==> src/rtl/xnor_pop_pkg.sv <==
// Shared sizing, FSM state type and half-index encoding for the XNOR-pop loader.
package xnor_pop_pkg;

    localparam int N   = 1200;
    localparam int WW  = 40;
    localparam int WPH = N / (2 * WW);

    typedef enum logic {
        FILL  = 1'b0,
        ISSUE = 1'b1
    } state_e;

    typedef enum logic [1:0] {
        XLO = 2'd0,
        XHI = 2'd1,
        WLO = 2'd2,
        WHI = 2'd3
    } half_e;

endpackage

==> src/rtl/xnor_pop_word_packer.sv <==
// Word counter and pack buffer: places word j of a half at bits [j*WW +: WW].
module xnor_pop_word_packer
    import xnor_pop_pkg::*;
#(
    parameter int WW  = xnor_pop_pkg::WW,
    parameter int WPH = xnor_pop_pkg::WPH
) (
    input  logic              clk_i,
    input  logic              rstn_i,
    input  logic              write_i,
    input  logic              clear_i,
    input  logic [WW-1:0]     word_i,
    output logic              lastSlot_o,
    output logic [WW*WPH-1:0] packNext_o
);

    localparam int HW = WW * WPH;
    localparam int CW = (WPH > 1) ? $clog2(WPH) : 1;
    localparam logic [CW-1:0] LastCnt = CW'(WPH - 1);

    logic [CW-1:0] cnt_q, cnt_d;
    logic [HW-1:0] pack_q, pack_d;
    logic [HW-1:0] merged;

    // The merged view already contains the incoming word, so the top can
    // register a complete half on the same edge that accepts its last word.
    always_comb begin
        merged = pack_q;
        merged[int'(cnt_q) * WW +: WW] = word_i;

        cnt_d  = cnt_q;
        pack_d = pack_q;
        if (clear_i) begin
            cnt_d  = '0;
            pack_d = '0;
        end else if (write_i) begin
            cnt_d  = (cnt_q == LastCnt) ? '0 : cnt_q + CW'(1);
            pack_d = merged;
        end
    end

    always_ff @(posedge clk_i or negedge rstn_i) begin
        if (!rstn_i) begin
            cnt_q  <= '0;
            pack_q <= '0;
        end else begin
            cnt_q  <= cnt_d;
            pack_q <= pack_d;
        end
    end

    assign lastSlot_o = (cnt_q == LastCnt);
    assign packNext_o = merged;

endmodule

==> src/rtl/xnor_pop_loader.sv <==
// Streams WW-bit words into four N/2-bit halves (x-low, x-high, w-low, w-high)
// and presents each half to the popcount receiver with a one-cycle load strobe.
module xnor_pop_loader
    import xnor_pop_pkg::*;
#(
    parameter int N  = xnor_pop_pkg::N,
    parameter int WW = xnor_pop_pkg::WW
) (
    input  logic           clk,
    input  logic           rstn,
    input  logic           s_valid,
    output logic           s_ready,
    input  logic [WW-1:0]  s_data,
    input  logic           s_last,
    output logic [N/2-1:0] in_data,
    output logic           lw1rdy,
    output logic           hw1rdy,
    output logic           lw2rdy,
    output logic           hw2rdy,
    output logic           frame_done,
    output logic           err
);

    localparam int HalfWords = N / (2 * WW);

    state_e         state_q;
    half_e          half_q;
    logic [3:0]     strobe_q;
    logic [N/2-1:0] inData_q;
    logic           frameDone_q;
    logic           err_q;

    logic           accept;
    logic           lastSlot;
    logic           finalWord;
    logic           badLast;
    logic [N/2-1:0] packNext;

    assign accept    = s_valid && (state_q == FILL);
    assign finalWord = (half_q == WHI) && lastSlot;
    assign badLast   = accept && s_last && !finalWord;

    xnor_pop_word_packer #(
        .WW  (WW),
        .WPH (HalfWords)
    ) u_packer (
        .clk_i      (clk),
        .rstn_i     (rstn),
        .write_i    (accept && !badLast),
        .clear_i    (badLast),
        .word_i     (s_data),
        .lastSlot_o (lastSlot),
        .packNext_o (packNext)
    );

    // A misplaced s_last drops the word and restarts the frame at x-low;
    // a missing s_last on the final word still issues w-high but flags err.
    always_ff @(posedge clk or negedge rstn) begin
        if (!rstn) begin
            state_q     <= FILL;
            half_q      <= XLO;
            strobe_q    <= '0;
            inData_q    <= '0;
            frameDone_q <= 1'b0;
            err_q       <= 1'b0;
        end else begin
            strobe_q    <= '0;
            frameDone_q <= 1'b0;
            err_q       <= 1'b0;
            case (state_q)
                FILL: begin
                    if (badLast) begin
                        err_q  <= 1'b1;
                        half_q <= XLO;
                    end else if (accept && lastSlot) begin
                        state_q  <= ISSUE;
                        inData_q <= packNext;
                        strobe_q <= 4'b0001 << half_q;
                        if (finalWord) begin
                            frameDone_q <= s_last;
                            err_q       <= !s_last;
                        end
                    end
                end
                ISSUE: begin
                    state_q <= FILL;
                    half_q  <= half_e'(half_q + 2'd1);
                end
                default: state_q <= FILL;
            endcase
        end
    end

    assign s_ready    = (state_q == FILL);
    assign in_data    = inData_q;
    assign lw1rdy     = strobe_q[0];
    assign hw1rdy     = strobe_q[1];
    assign lw2rdy     = strobe_q[2];
    assign hw2rdy     = strobe_q[3];
    assign frame_done = frameDone_q;
    assign err        = err_q;

endmodule

==> config.mk <==
export PLATFORM = sky130hd
export DESIGN_NAME = xnor_pop_loader
export DESIGN_NICKNAME = d
export VERILOG_FILES = /design/src/rtl/xnor_pop_pkg.sv /design/src/rtl/xnor_pop_word_packer.sv /design/src/rtl/xnor_pop_loader.sv
export SDC_FILE = /design/constraint.sdc
export NUM_CORES = 2
export LEC_CHECK = 0
export CAP_MARGIN = 20
export CORE_MARGIN = 5
export CORE_UTILIZATION = 56
export DETAILED_ROUTE_END_ITERATION = 7
export HOLD_SLACK_MARGIN = 0.05
export PLACE_DENSITY = 0.83
export SLEW_MARGIN = 30
export SYNTH_ARGS = -nofsm -noshare
export SYNTH_HDL_FRONTEND = slang
export SYNTH_SLANG_ARGS = --single-unit
==> constraint.sdc <==
create_clock -name clk -period 5.7 [get_ports clk]
set_input_delay 0.855 -clock clk [delete_from_list [all_inputs] [get_ports clk]]
set_output_delay 0.855 -clock clk [all_outputs]
set_load 0.02 [all_outputs]
==> impl_metrics.py <==
metrics = {
    "run_status": {
        "outcome": "finished, violations left",
        "violations": "DRC",
    },
    "die": {
        "die_area_mm2": 0.103,
        "fp-row-count": 114,
        "io_pins": 651,
        "start_util_pct": 56.1,
        "die_y_um": 321,
        "core_mm2": 0.0963,
        "die_x_um": 321,
    },
    "route": {
        "vias": 47200,
        "wirelength_um": 203000,
        "first_iter_violations": 6575,
        "wire_per_inst_um": 28.9,
        "drc_errors": 4,
        "first_pass_iters": 8,
        "viasPerCell": 6.71,
        "ant_nets": 0,
    },
    "worst_setup_path": {
        "critical_path.endpoint_type": "flop",
        "worst-r2r-setup-slack_ns": 0.49,
        "critPathLaunchType": "flop",
        "crit_end": "u_packer.pack_q[488]",
        "rr_endpoint": "u_packer.pack_q[488]",
        "arrival_ns": 5.79,
        "path_max_fanout": 17,
        "crit_start": "u_packer.cnt_q[3]",
        "r2r_start": "u_packer.cnt_q[3]",
        "r2r_cells": 14,
        "worst-endpoint-required_ns": 6.28,
        "criticalPathCategory": "reg2reg",
    },
    "grt": {
        "grt.total_usage_pct": 38.3,
        "grt_pass1_vias": 45300,
        "grt_max_degree": 222,
        "grt_overflow": 0,
        "grt_pass1_wl_um": 298000,
        "antenna_found_initial": 27,
    },
    "clock_tree": {
        "clkLatencyLatePin_ns": 0.72,
        "numCtsBuffers": 118,
        "post_cts_buffers": 0,
        "cts-root-buf": "clkbuf_16",
        "clockBufferDepth": 3,
        "cts_num_sinks": 1213,
        "cts_tree": "yes",
        "post_cts_resize_count": 0,
        "clkTransAtPathRegs_ns": 0.06,
        "ctsHoldBuffers": 0,
        "htreeDepth": 3,
    },
    "placed_design": {
        "finalWeightedCongestion": 1.07,
        "postPlaceCellArea_mm2": 0.0626,
        "portBuffers": 650,
        "post-dp-hpwl_um": 144000,
        "pre_cts_ws_ns": 0.667,
    },
    "synth": {
        "synthesis.nets": 5066,
        "syn_area_mm2": 0.0540,
        "ys_types": 90,
        "synth_commonest_cells": "dfrtp_1 (1213), nand2_1 (779), o21ai_0 (493), a22o_1 (464), mux2i_1 (301)",
        "synth_seq_cells": 1213,
        "synth_area_per_cell_um2": 10.8,
        "synth_top_area_share_pct": 56.2,
        "synth_cells": 5009,
        "netlist_top_cells_area": "dfrtp_1 (56%), a22o_1 (7.5%), mux2i_1 (5.6%), nand2_1 (5.4%), o21ai_0 (4.6%)",
        "synth-edff-count": 0,
        "seq_area_frac_synth_pct": 56.2,
        "synthArstFlopShare_pct": 100,
        "synth_flop_cell": "dfrtp_1",
        "synth.most_common_cell": "dfrtp_1",
        "yosysTopAreaCell": "dfrtp_1",
        "yosysWarningCount": 0,
    },
    "final_layout": {
        "stdcell_area_mm2": 0.0668,
        "syn_to_final_growth_pct": 23.6,
        "drive_above_1_share_pct": 10.3,
        "final_nets": 5687,
    },
    "hold_path": {
        "min_path_type": "in2async",
    },
    "sta": {
        "max_freq_mhz": 192,
        "tns_ns": 0,
        "worst-slew-pin-transition_ns": 1.15,
        "rsz0062_at_grt": "false",
        "slew-limit-headroom_pct": 21.3,
        "skew_ns": 0.0173,
        "setup_viol": 0,
        "hold_viol": 0,
        "fin_crit_ns": 5.21,
        "fin_crit_sh_pct": 91.4,
        "maxSlewViolCount": 0,
        "setup_ws_ns": 0.490,
    },
    "power": {
        "p_leak_nw": 28.8,
        "powerDensity_mw_per_mm2": 322,
        "total_power_mw": 21.5,
        "vdd.ir_drop.worst_uv": 252,
    },
    "run": {
        "cap_violations": 0,
    },
}
cell usage in the layout (no fill, tap or decap), types with 18 or more instances in the layout:
master,count
nor3_1,21
o21ai_1,95
clkbuf_8,29
dfrtp_1,1212
and3_1,66
a2bb2oi_1,18
mux2_2,39
o311ai_0,20
o22ai_1,121
clkinv_2,19
nor2_1,160
nand2_1,777
clkdlybuf4s50_1,649
a22oi_1,26
nand3_1,139
a221o_1,104
clkbuf_1,29
o21ai_0,491
a21o_1,36
buf_4,191
nor2_2,27
a22o_1,464
o2bb2ai_1,108
a21oi_1,81
mux2i_1,297
nor3_2,22
and2_1,19
o211ai_1,67
clkbuf_16,119
kinds of logic after synthesis:
| kind of cell | count (synthesis) | synth area share (%) |
|---|---|---|
| muxes | 340 | 6.39 |
| xor gates and xnor gates | 6 | 0.153 |
| DFF | 1213 | 56.2 |
| adders and majority gates | 13 | 0.315 |
| AOI/OAI and AO/OA | 1728 | 22.8 |
| and+or+nand+nor | 1330 | 11.2 |
| buffers and inverters | 379 | 2.95 |
stage by stage:
step	std cells	utilization, %	hold WS, ns
global placement	6779	64.9	0.454
CTS	7005	69.2	0.206
detailed placement	6783	65.0	0.464
global route	7010	69.3	0.254
finish	7025	69.4	0.198
floorplan	5009	-	0.444
metal layers:
layer	GRT usage [%]	vias up	routed length [um]
li1	-	19900	-
met4	21.9	24	14500
met3	12.2	728	25100
met1	49.6	23300	74000
met2	57.5	3275	89500
met5	0	-	167
where the power goes:
part	switching [mW]	leakage, nW	total (mW)	internal (mW)
sequential	0.0313	16.9	8.69	8.66
clock	3.48	1.99	8.17	4.69
combinational	3.50	9.90	4.64	1.14
total	7.01	28.8	21.5	14.5
worst max-delay path: stages, from the launching register on:
cell,delay (ns)
dfrtp_1,0.50
ha_1,0.34
ha_1,0.18
inv_1,0.07
fa_1,0.71
nor2b_1,0.18
buf_4,0.20
nand3_4,0.17
o21ai_2,0.42
buf_4,0.25
and2_1,0.70
buf_4,0.30
nand3_1,0.45
a21o_1,0.43
o2bb2ai_1,0.16
cell type report:
class,count,area (um^2)
flip-flops and latches,1213,30400
clock inverters,45,572
clock buffers,177,3490
fillers,6920,29500
well taps,1276,1600
inverters,16,65.1
repair buffers,864,8390
diodes,17,42.5
multi-input cells,3417,22300
state kept, by name (all words and copies together), names as in the netlist:
name             cells
u_packer.pack_q    600
in_data            600
strobe_q             4
half_q               2
u_packer.cnt_q       4
state_q              1
frame_done           1
err                  1
worst min path at each step:
stage	start	to	slack [ns]	cells after the start
final	rstn	in_data[299]	0.20	1
after global routing	rstn	in_data[299]	0.25	1
after CTS	rstn	u_packer.pack_q[363]	0.21	1
after detailed placement	u_packer.pack_q[1]	u_packer.pack_q[1]	0.46	2
after global placement	in_data[82]	in_data[82]	0.45	2
after floorplan	u_packer.pack_q[0]	u_packer.pack_q[0]	0.44	2
Power figures use the tool's default switching activity.
